**src/rtl/fifo_rd_stream_pkg.sv**
```systemverilog
// rtl/fifo_rd_stream_pkg.sv - shared constants, types and helpers for the FIFO read-side stream
package fifo_rd_stream_pkg;

    // Skid buffer depth: one in-flight word plus two stored words of slack
    localparam int SKID_DEPTH = 3;

    // Occupancy counter width (0..3)
    localparam int OCC_WIDTH = 2;

    // Pointer width for the skid buffer slots
    localparam int PTR_WIDTH = 2;

    // Default stream payload width, shared with a write-side counterpart
    localparam int BEAT_DATA_WIDTH = 32;

    typedef logic [PTR_WIDTH-1:0] ptr_t;
    typedef logic [OCC_WIDTH-1:0] occ_t;

    // One stream beat as seen on a valid/ready interface
    typedef struct packed {
        logic                       valid;
        logic [BEAT_DATA_WIDTH-1:0] data;
    } stream_beat_t;

    // Advance a skid pointer, wrapping from the last slot back to slot 0
    function automatic ptr_t ptr_inc(input ptr_t p);
        ptr_t last;
        last = ptr_t'(SKID_DEPTH - 1);
        return (p == last) ? '0 : p + ptr_t'(1);
    endfunction

endpackage

```
**src/rtl/fifo_skid_buf.sv**
```systemverilog
// rtl/fifo_skid_buf.sv - 3-entry register skid buffer with wrapping pointers and occupancy
module fifo_skid_buf
    import fifo_rd_stream_pkg::*;
#(
    parameter int DATA_WIDTH = 32
) (
    input  logic                  clk,
    input  logic                  rst_n,
    input  logic                  wr_en,
    input  logic [DATA_WIDTH-1:0] wr_data,
    input  logic                  rd_en,
    output logic [DATA_WIDTH-1:0] rd_data,
    output logic [OCC_WIDTH-1:0]  occ,
    output logic                  not_empty
);

    logic [DATA_WIDTH-1:0] mem [SKID_DEPTH];
    ptr_t                  wr_ptr;
    ptr_t                  rd_ptr;

    // Slot storage: written only on capture; cleared on reset so the head reads 0
    always_ff @(posedge clk or negedge rst_n) begin
        if (!rst_n) begin
            for (int i = 0; i < SKID_DEPTH; i++) begin
                mem[i] <= '0;
            end
        end else if (wr_en) begin
            mem[wr_ptr] <= wr_data;
        end
    end

    // Write pointer advances on every capture
    always_ff @(posedge clk or negedge rst_n) begin
        if (!rst_n) begin
            wr_ptr <= '0;
        end else if (wr_en) begin
            wr_ptr <= ptr_inc(wr_ptr);
        end
    end

    // Read pointer advances on every accepted beat
    always_ff @(posedge clk or negedge rst_n) begin
        if (!rst_n) begin
            rd_ptr <= '0;
        end else if (rd_en) begin
            rd_ptr <= ptr_inc(rd_ptr);
        end
    end

    // Occupancy: +1 on capture, -1 on drain, unchanged when both happen together
    always_ff @(posedge clk or negedge rst_n) begin
        if (!rst_n) begin
            occ <= '0;
        end else begin
            case ({wr_en, rd_en})
                2'b10:   occ <= occ + occ_t'(1);
                2'b01:   occ <= occ - occ_t'(1);
                default: occ <= occ;
            endcase
        end
    end

    // Head of buffer comes straight from a register, never bypassed from wr_data
    always_comb begin
        rd_data   = mem[rd_ptr];
        not_empty = (occ != '0);
    end

endmodule

```
**src/rtl/fifo_rd_stream.sv**
```systemverilog
// rtl/fifo_rd_stream.sv - FIFO read-side consumer presenting popped words as a valid/ready stream
module fifo_rd_stream
    import fifo_rd_stream_pkg::*;
#(
    parameter int DATA_WIDTH = 32,
    parameter int CNT_WIDTH  = 16
) (
    input  logic                  r_clk,
    input  logic                  rst_n,
    input  logic                  r_empty,
    input  logic [DATA_WIDTH-1:0] r_data,
    output logic                  r_pop,
    input  logic                  pop_en,
    output logic                  m_valid,
    input  logic                  m_ready,
    output logic [DATA_WIDTH-1:0] m_data,
    output logic [CNT_WIDTH-1:0]  beat_cnt,
    output logic                  busy
);

    logic                 inflight;
    logic                 pop_req;
    logic                 pop_accept;
    logic                 drain;
    logic [OCC_WIDTH-1:0] occ;
    logic                 buf_not_empty;
    logic [OCC_WIDTH:0]   committed;

    // Pop decision uses only registered state plus r_empty and pop_en, so m_ready
    // never reaches r_pop combinationally. A pop is allowed while the words
    // already committed (stored + in flight) leave a free slot for it.
    always_comb begin
        committed  = {1'b0, occ} + {{OCC_WIDTH{1'b0}}, inflight};
        pop_req    = pop_en & ~r_empty & (committed <= (OCC_WIDTH+1)'(SKID_DEPTH - 1));
        pop_accept = pop_req & ~r_empty;
        r_pop      = pop_req & rst_n;
        drain      = m_valid & m_ready;
    end

    // A word is in flight for exactly one cycle after an accepted pop
    always_ff @(posedge r_clk or negedge rst_n) begin
        if (!rst_n) begin
            inflight <= 1'b0;
        end else begin
            inflight <= pop_accept;
        end
    end

    // Delivered-beat counter, wrapping naturally at its width
    always_ff @(posedge r_clk or negedge rst_n) begin
        if (!rst_n) begin
            beat_cnt <= '0;
        end else if (drain) begin
            beat_cnt <= beat_cnt + CNT_WIDTH'(1);
        end
    end

    fifo_skid_buf #(
        .DATA_WIDTH (DATA_WIDTH)
    ) u_skid (
        .clk        (r_clk),
        .rst_n      (rst_n),
        .wr_en      (inflight),
        .wr_data    (r_data),
        .rd_en      (drain),
        .rd_data    (m_data),
        .occ        (occ),
        .not_empty  (buf_not_empty)
    );

    // Stream valid and activity status derived from registered state only
    always_comb begin
        m_valid = buf_not_empty;
        busy    = buf_not_empty | inflight;
    end

endmodule

```
**config.mk**
```make
export PLATFORM = sky130hd
export DESIGN_NAME = fifo_rd_stream
export DESIGN_NICKNAME = d
export VERILOG_FILES = /design/src/rtl/fifo_rd_stream_pkg.sv /design/src/rtl/fifo_skid_buf.sv /design/src/rtl/fifo_rd_stream.sv
export SDC_FILE = /design/constraint.sdc
export NUM_CORES = 1
export LEC_CHECK = 0
export BUFFER_PORTS_ARGS = -buffer_cell sky130_fd_sc_hd__buf_2
export CORE_ASPECT_RATIO = 2
export CORE_MARGIN = 8
export CORE_UTILIZATION = 61
export CTS_CLUSTER_SIZE = 24
export DETAILED_ROUTE_END_ITERATION = 7
export HOLD_SLACK_MARGIN = 0.05
export PLACE_DENSITY = 0.93
export SYNTH_ARGS = -nofsm -noshare
export SYNTH_HDL_FRONTEND = slang
export SYNTH_SLANG_ARGS = --single-unit
```
**constraint.sdc**
```tcl
create_clock -name r_clk -period 3.4 [get_ports r_clk]
set_clock_uncertainty 0.1 [all_clocks]
set_input_delay 0.85 -clock r_clk [delete_from_list [all_inputs] [get_ports r_clk]]
set_output_delay 0.85 -clock r_clk [all_outputs]
set_load 0.02 [all_outputs]
```
---- Yosys cells after proc, flatten, opt, wreduce, memory -nomap -nowiden ----
Cells that the tools add are included.
storage, ports and cells
  register bits ........................... 119
  word-level logic and storage cells ...... 43
operators by class
  add/subtract/negate cells ............... 6
  magnitude comparators ................... 4
  equal/unequal tests ..................... 4
  multiplexer cells ....................... 9
  bitwise operators ....................... 9
  reduce and logical (&&, ||, !) cells .... 3
operator list
  cell                                                                               number
  96-bit bitwise mux                                                                 1
  32-bit 2-to-1 mux                                                                  3
  32-bit binary-select mux with 2-bit select                                         1
  32-bit demux with 2-bit select                                                     1
  16-bit by 1-bit adder with 16-bit output (second input constant)                   1
  2-bit by 1-bit adder with 2-bit output (second input constant)                     3
  2-bit == test (second input constant)                                              3
  3-bit greater-or-equal comparator (second input constant)                          2
  2-bit inverter with 3-bit output                                                   2
  1-bit AND                                                                          5
  2-bit 2-to-1 mux                                                                   2
  2-bit case mux with 2 select lines                                                 1
  2-bit nonzero test                                                                 2
  2-bit by 1-bit adder with 3-bit output                                             1
  3-bit by 2-bit less-or-equal comparator with 1-bit output (second input constant)  1
  3-bit by 1-bit less-than comparator with 1-bit output (second input constant)      1
  2-bit by 1-bit == test with 1-bit output (second input constant)                   1
  2-bit by 1-bit subtractor with 2-bit output (second input constant)                1
  1-bit logical AND                                                                  1
  1-bit inverter                                                                     1
  1-bit OR                                                                           1

---- Logic depth before layout (Yosys ltp) ----
Gate-level depths: netlist of run 1.
  depth in word-level cells ............... 6
  depth in mapped cells ................... 7

---- By module ----
A second synthesis of run 1 with hierarchy kept.
unflattened totals
  cells, all modules ...................... 403
  area total of the unflattened synthesis .. 5446.5 µm²
modules (own cells, without submodules)
  module          times used  cells each  area each (µm²)
  fifo_skid_buf   1           332         4584.4
  fifo_rd_stream  1           71          862.1

---- Least setup slack after synthesis of run 1 ----
Ideal clock, no wire load.
  path type ............................... reg-to-output
  start point ............................. register inflight
  end point ............................... output port r_pop
  data arrival time ....................... 1.363 ns
  path slack .............................. 1.087 ns
  cell stages (with the launch flop) ...... 7
  buffers on the path ..................... 0
  cell sequence ........................... dfrtp_1 > ha_1 > ha_1 > nor2_1 > a21oi_1 > nor3b_1 > and2_1
on the way
  word-level cells in the longest chain between the ends .. 4
RTL lines
  what                                                       RTL line              RTL
  start, declared                                            fifo_rd_stream.sv:21  logic inflight;
  start signal, assigned                                     fifo_rd_stream.sv:45  inflight <= pop_accept;
  2-bit by 1-bit adder with 3-bit output                     fifo_rd_stream.sv:33  committed = {1'b0, occ} + {{OCC_WIDTH{1'b0}}, inflight};
  3-bit by 2-bit less-or-equal comparator with 1-bit output  fifo_rd_stream.sv:34  pop_req = pop_en & ~r_empty & (committed <= (OCC_WIDTH+1)'(SKID_DEPTH - 1));
  1-bit AND                                                  fifo_rd_stream.sv:34
  1-bit AND                                                  fifo_rd_stream.sv:36  r_pop = pop_req & rst_n;
  end, declared                                              fifo_rd_stream.sv:12  output logic r_pop,
No other way between the ends.

---- Worst setup path in the final report of run 1 ----
Ends and elaborated chain as after synthesis.

==> results of run 1 <==
==> kinds of logic after synthesis <==
kind of cell,count (synthesis),share of synthesized area (%)
multiplexers,128,27.73
flip-flops,119,54.54
AND/OR/NAND/NOR,72,7.150
AO/OA/AOI/OAI,37,3.483
buffers and inverters,31,3.071
XOR/XNOR,18,2.887
adder cells (fa/ha/maj),5,1.146
==> final timing paths <==
kind	from	to	slack [ps]	cells after the start
min reg2reg	beat_cnt[15]$_DFFE_PN0P_	beat_cnt[15]$_DFFE_PN0P_	360	1
max reg2reg	u_skid.wr_ptr[1]$_DFFE_PN0P_	u_skid.mem[24]$_DFFE_PN0P_	1260	3
min	rst_n	u_skid.mem[15]$_DFFE_PN0P_	230	1
max	inflight$_DFF_PN0_	r_pop	490	7
max in group asynchronous	rst_n	u_skid.rd_ptr[0]$_DFFE_PN0P_	2020	2
min in group r_clk	beat_cnt[15]$_DFFE_PN0P_	beat_cnt[15]$_DFFE_PN0P_	360	1
==> final cells by class <==
| type | count | area share (%) |
|---|---|---|
| clock inverter | 8 | 1.783 |
| timing repair buffer | 94 | 7.624 |
| tap | 102 | 1.934 |
| multi-input combinational | 260 | 35.31 |
| inverter | 9 | 0.5879 |
| clock buffer | 24 | 7.605 |
| sequential | 119 | 45.15 |
==> worst max-delay path: cells and delay by family (launching register included) <==
family                     cells  cell delay (ps)
AOI/OAI and AO/OA              1               60
adders and majority gates      2              420
buffers and inverters          1              160
DFF                            1              430
and+or+nand+nor                3              490
==> layer usage <==
layer / track usage, % / routed length (µm)
met3: 7.030 / 777
met4: 7.611 / 120
met2: 33.63 / 6001
met1: 22.10 / 4667
met5: 0 / 0
==> cells in the mapped netlist, drive strengths merged, types with 2 or more instances <==
cell type  number
a21o            2
xor2            8
mux2           96
nand2          42
ha              5
nand4           4
inv             9
mux2i          32
buf            17
or3             3
xnor2          10
nand3           4
dfrtp         119
o21ai          34
nor3            8
nor4            2
clkbuf          5
nor2            4
==> through the flow <==
stage	instances	total power [mW]	setup WS (ps)	util, %	hold slack (ps)
after floorplan	410	4.355	1087	-	379.2
after global placement	584	5.059	960.1	67.72	350.4
after detailed placement	584	5.184	906.4	67.72	352.6
after CTS	616	7.089	464.3	74.73	233.7
after global routing	616	7.427	292.3	74.73	242.4
final	616	7.015	486.6	74.73	226.0
==> report_power, final <==
part / switching [mW] / internal [mW] / total [mW]
registers: 0.422 / 2.08 / 2.50
logic: 1.40 / 1.27 / 2.67
clock network: 0.598 / 1.24 / 1.84
==> flip-flops by register name, summed over array words and instances, names as in the netlist <==
signal and count:
u_skid.mem 96, u_skid.wr_ptr 2, inflight 1, u_skid.rd_ptr 2
beat_cnt 16, u_skid.occ 2
==> impl_metrics.py, run 1 <==
metrics = {
    "status": {
        "status": "complete, no violations",
    },
    "place": {
        "port_buffers": 87,
        "place_area_um2": 5978,
        "gp_congestion": 0.7240,
        "dp_hpwl_um": 7520,
    },
    "timing": {
        "hold_viol_final": 0,
        "fin_crit_sh_pct": 85.69,
        "setup_viol": 0,
        "tightestPinTransition_ps": 1129,
        "setup_tns_ps": 0,
        "min_period_ps": 2913,
        "max_freq_mhz": 343.2,
        "max-slew-margin-rel_pct": 24.73,
        "drv_slew": 0,
        "rsz0062_at_grt": "false",
    },
    "finish": {
        "nets": 543,
        "final_cell_mix": "dfrtp_1, buf_2, mux2_2, nand2_1, o21ai_0",
        "n_antenna_cell": 0,
        "layout_commonest_cell": "dfrtp_1",
        "fillers": 577,
        "multi_input_area_um2": 2330,
        "syn2layout_area_growth_pct": 20.83,
        "postLayoutCellArea_um2": 6598,
        "regArea_um2": 2979,
        "drive_above_1_share_pct": 45.72,
    },
    "critical_path": {
        "path_cells": "ha_1, ha_1, nor2_1, a21oi_1, nor3b_1, and2_1, buf_2",
        "cp.required_ps": 2450,
        "critPathLaunchType": "register",
        "endpoint_kind": "output pin",
        "max_stage_delay_ps": 430,
        "crit_type": "reg -> out",
        "crit_fanout": 5,
        "crit_top_cell": "ha_1",
        "cp_slowest_cell": "dfrtp_1",
        "arrival_ps": 1960,
    },
    "cts": {
        "cts_root_buf": "clkbuf_16",
        "cts.repair.resized": 0,
        "clock_sinks": 119,
        "cts.reportedPaths.clkPinSlew_ps": 50,
        "post_cts_buffers": 0,
        "cts_tree": "built",
        "htree_levels": 4,
        "holdBufCountCts": 0,
        "numCtsBuffers": 17,
        "insertion_delay_ps": 410,
        "clockBufferDepth": 2,
    },
    "routing": {
        "drc_errors": 0,
        "vias": 3468,
        "viasPerCell": 5.630,
        "first_pass_iters": 4,
        "wl_per_cell_um": 18.78,
        "drt_iter0_drc": 149,
        "wirelength_um": 11570,
        "antenna_left": 0,
    },
    "pwr": {
        "irDropWorstVdd_mv": 0.6981,
        "p_leak_nw": 3.177,
        "power.density_nw_per_um2": 1063,
    },
    "floorplan": {
        "rows": 49,
        "die-area_um2": 12420,
        "initial_core_util_pct": 61.85,
        "dieHeight_um": 149.8,
        "ios": 88,
        "die-width_um": 82.90,
        "fp.coreArea_um2": 8828,
    },
    "synthesis": {
        "synth.yosys.warnings": 0,
        "synth-edff-count": 0,
        "synth_area_leaders": "dfrtp_1, mux2_2, mux2_4, mux2i_1, o21ai_0",
        "synth_seq_cells": 119,
        "avgSynthCellArea_um2": 13.32,
        "post-synth-top-area-cell": "dfrtp_1",
        "syn-num-nets": 452,
        "syn_inst": 410,
        "async_reset_ff_share_pct": 100.0,
        "synth_cell_types": 34,
        "ys.flop_type": "dfrtp_1",
        "syn_area_um2": 5460,
        "synth_top_area_share_pct": 54.54,
        "ys_seq_area_share_pct": 54.54,
    },
    "global_routing": {
        "grt_pass1_wl_um": 19670,
        "first_global_vias": 3971,
        "gr-total-overflow": 0,
        "grt_usage_pct": 19.79,
        "grt_max_degree": 52,
        "antenna_found_initial": 0,
    },
    "min_path": {
        "worstHoldPathType": "in -> async",
    },
    "flow_run": {
        "maxCapViolations": 0,
    },
}
Note: power is estimated with default switching activity, not from simulation.
==> run 2: changes to the inputs <==
PLACE_DENSITY = unset   (was 0.93)
PLACE_DENSITY_LB_ADDON = 0.12   (was unset)
==> run 2 against run 1 <==
Effect of this change:
- via count decreased by 0.23%
- fmax decreased by 4.1%
- sequential share of layout area rose by 0.19 points
- core utilization fell by 0.31 points
- first-iteration DRC count shrank 4.7%
- non-clock buffer count grew 2
- highest routed layer unchanged
- design area shrank 0.42%
- power is 2.0% lower
==> impl_metrics.py, run 2 (synthesized netlist as in run 1, its figures left out) <==
metrics = {
    "finish": {
        "syn2layout_area_growth_pct": 20.33,
        "layout_commonest_cell": "dfrtp_1",
        "largest_reg_flops": 96,
        "drive_above_1_share_pct": 45.74,
        "final_cell_count_no_fill": 619,
        "top_register": "u_skid.mem",
        "top_regs": "u_skid.mem (96), beat_cnt (16)",
        "nets": 545,
        "final_cell_mix": "dfrtp_1, buf_2, mux2_2, nand2_1, o21ai_0",
    },
    "critical_path": {
        "endpoint_kind": "output pin",
        "cp_slowest_cell": "dfrtp_2",
        "max_stage_delay_ps": 790,
        "cp.required_ps": 2450,
        "crit_fanout": 23,
        "path_cells": "buf_4, mux2i_1, o21ai_0, buf_2",
        "crit_type": "reg -> out",
        "critPathLaunchType": "register",
        "arrival_ps": 2090,
    },
    "cts": {
        "cts_tree": "built",
        "clock_sinks": 119,
        "insertion_delay_ps": 400,
        "htree_levels": 4,
        "numCtsBuffers": 17,
        "cts.reportedPaths.clkPinSlew_ps": 50,
        "holdBufCountCts": 0,
        "cts.repair.resized": 0,
        "clockBufferDepth": 2,
        "post_cts_buffers": 0,
        "cts_root_buf": "clkbuf_16",
    },
    "timing": {
        "max-slew-margin-rel_pct": 21.63,
        "timing.hold.ws_ps": 241.1,
        "hold_viol_final": 0,
        "max_freq_mhz": 329.0,
        "drv_slew": 0,
        "rsz0062_at_grt": "false",
        "fin_crit_sh_pct": 89.39,
        "min_period_ps": 3039,
        "tightestPinTransition_ps": 1176,
        "setup_tns_ps": 0,
        "setup_viol": 0,
    },
    "pwr": {
        "p_switching_mw": 2.384,
        "power.density_nw_per_um2": 1046,
        "p_clk_share_pct": 25.3,
        "p_comb_share_pct": 37.5,
        "switching_share_pct": 34.67,
        "irDropWorstVdd_mv": 0.5664,
        "p_leak_nw": 3.163,
        "internal-power_mw": 4.491,
        "power_frac_seq_pct": 37.2,
    },
    "floorplan": {
        "rows": 49,
        "fp.coreArea_um2": 8828,
        "die-area_um2": 12420,
        "ios": 88,
        "initial_core_util_pct": 61.85,
        "die-width_um": 82.90,
        "dieHeight_um": 149.8,
    },
    "global_routing": {
        "grtUsageMet2_pct": 31.01,
        "gr-total-overflow": 0,
        "grt_util_met1_pct": 21.30,
        "grt_use_met3_pct": 5.177,
        "antenna_found_initial": 1,
        "first_global_vias": 3805,
        "busiest_layer": "met2",
        "grt_max_degree": 53,
        "grt_pass1_wl_um": 18680,
        "grt_usage_pct": 18.72,
    },
    "routing": {
        "first_pass_iters": 4,
        "viasPerCell": 5.590,
        "wirelength_um": 11260,
        "drt_iter0_drc": 142,
        "antenna_left": 0,
        "wl_per_cell_um": 18.19,
        "vias": 3460,
        "drc_errors": 0,
    },
    "place": {
        "dp.cells": 586,
        "dp_hpwl_um": 7228,
        "port_buffers": 87,
        "gp_congestion": 0.7168,
    },
    "flow_run": {
        "maxCapViolations": 0,
    },
    "min_path": {
        "worstHoldPathType": "in -> async",
    },
    "status": {
        "status": "complete, no violations",
    },
}
[run 2: cell types whose count changed in the layout (fill, tap and decap cells not counted), sizes merged]
cell | before | now
buf | 94 | 96
bufinv | 3 | 2
clkinvlp | 1 | 2
diode | 0 | 1
[run 2: path summary, 6_finish.rpt]
path,startpoint,endpoint,slack [ps],depth (start not counted)
hold reg to reg,beat_cnt[15]$_DFFE_PN0P_,beat_cnt[15]$_DFFE_PN0P_,360,1
max in group asynchronous,rst_n,u_skid.rd_ptr[0]$_DFFE_PN0P_,1970,2
setup / recovery,u_skid.rd_ptr[0]$_DFFE_PN0P_,m_data[11],360,4
hold / removal,rst_n,u_skid.mem[20]$_DFFE_PN0P_,240,1
setup reg to reg,inflight$_DFF_PN0_,u_skid.mem[3]$_DFFE_PN0P_,1250,3
min in group r_clk,beat_cnt[15]$_DFFE_PN0P_,beat_cnt[15]$_DFFE_PN0P_,360,1
[run 2: through the flow]
step | power (mW) | setup slack, ps | utilization [%] | cell area (µm²)
after floorplan | 4.355 | 1087 | - | 5460
after global placement | 5.077 | 775.9 | 67.74 | 5981
after detailed placement | 5.155 | 780.9 | 67.74 | 5981
after CTS | 6.947 | 352.4 | 74.39 | 6568
after global routing | 7.266 | 251.0 | 74.42 | 6570
final | 6.874 | 360.7 | 74.42 | 6570
[run 2: layout make-up]
class                   count  area, µm²
diodes                      1      2.502
clock buffers              24      491.7
clock inverters             8      95.09
fillers                   599       2258
inverters                   9      38.79
multi-input cells         260       2330
flip-flops and latches    119       2979
well taps                 102      127.6
repair buffers             96      505.5
[run 2: routing by layer]
metal	share of wire, %	routed length (µm)	vias up
li1	-	-	1617
met1	41	4650	1757
met2	52	5894	73
met3	4.5	512	13
met4	1.8	204	0
met5	0	0	-
[run 2: power groups by stage]
| stage | Sequential (mW) | Combinational [mW] | Clock [mW] |
|---|---|---|---|
| 2_1_floorplan | 2.41 | 1.94 | 0 |
| 3_3_place_gp | 2.53 | 2.54 | 0 |
| 3_5_place_dp | 2.56 | 2.60 | 0 |
| 4_1_cts | 2.55 | 2.62 | 1.77 |
| 5_1_grt | 2.64 | 2.80 | 1.83 |
| 6_report | 2.56 | 2.58 | 1.74 |
[run 2: critical path, delay by kind of cell (launching register included)]
| family | cells | cell delay [ps] |
|---|---|---|
| flip-flops | 1 | 790 |
| buffers and inverters | 2 | 590 |
| AO/OA/AOI/OAI | 1 | 180 |
| multiplexers | 1 | 110 |
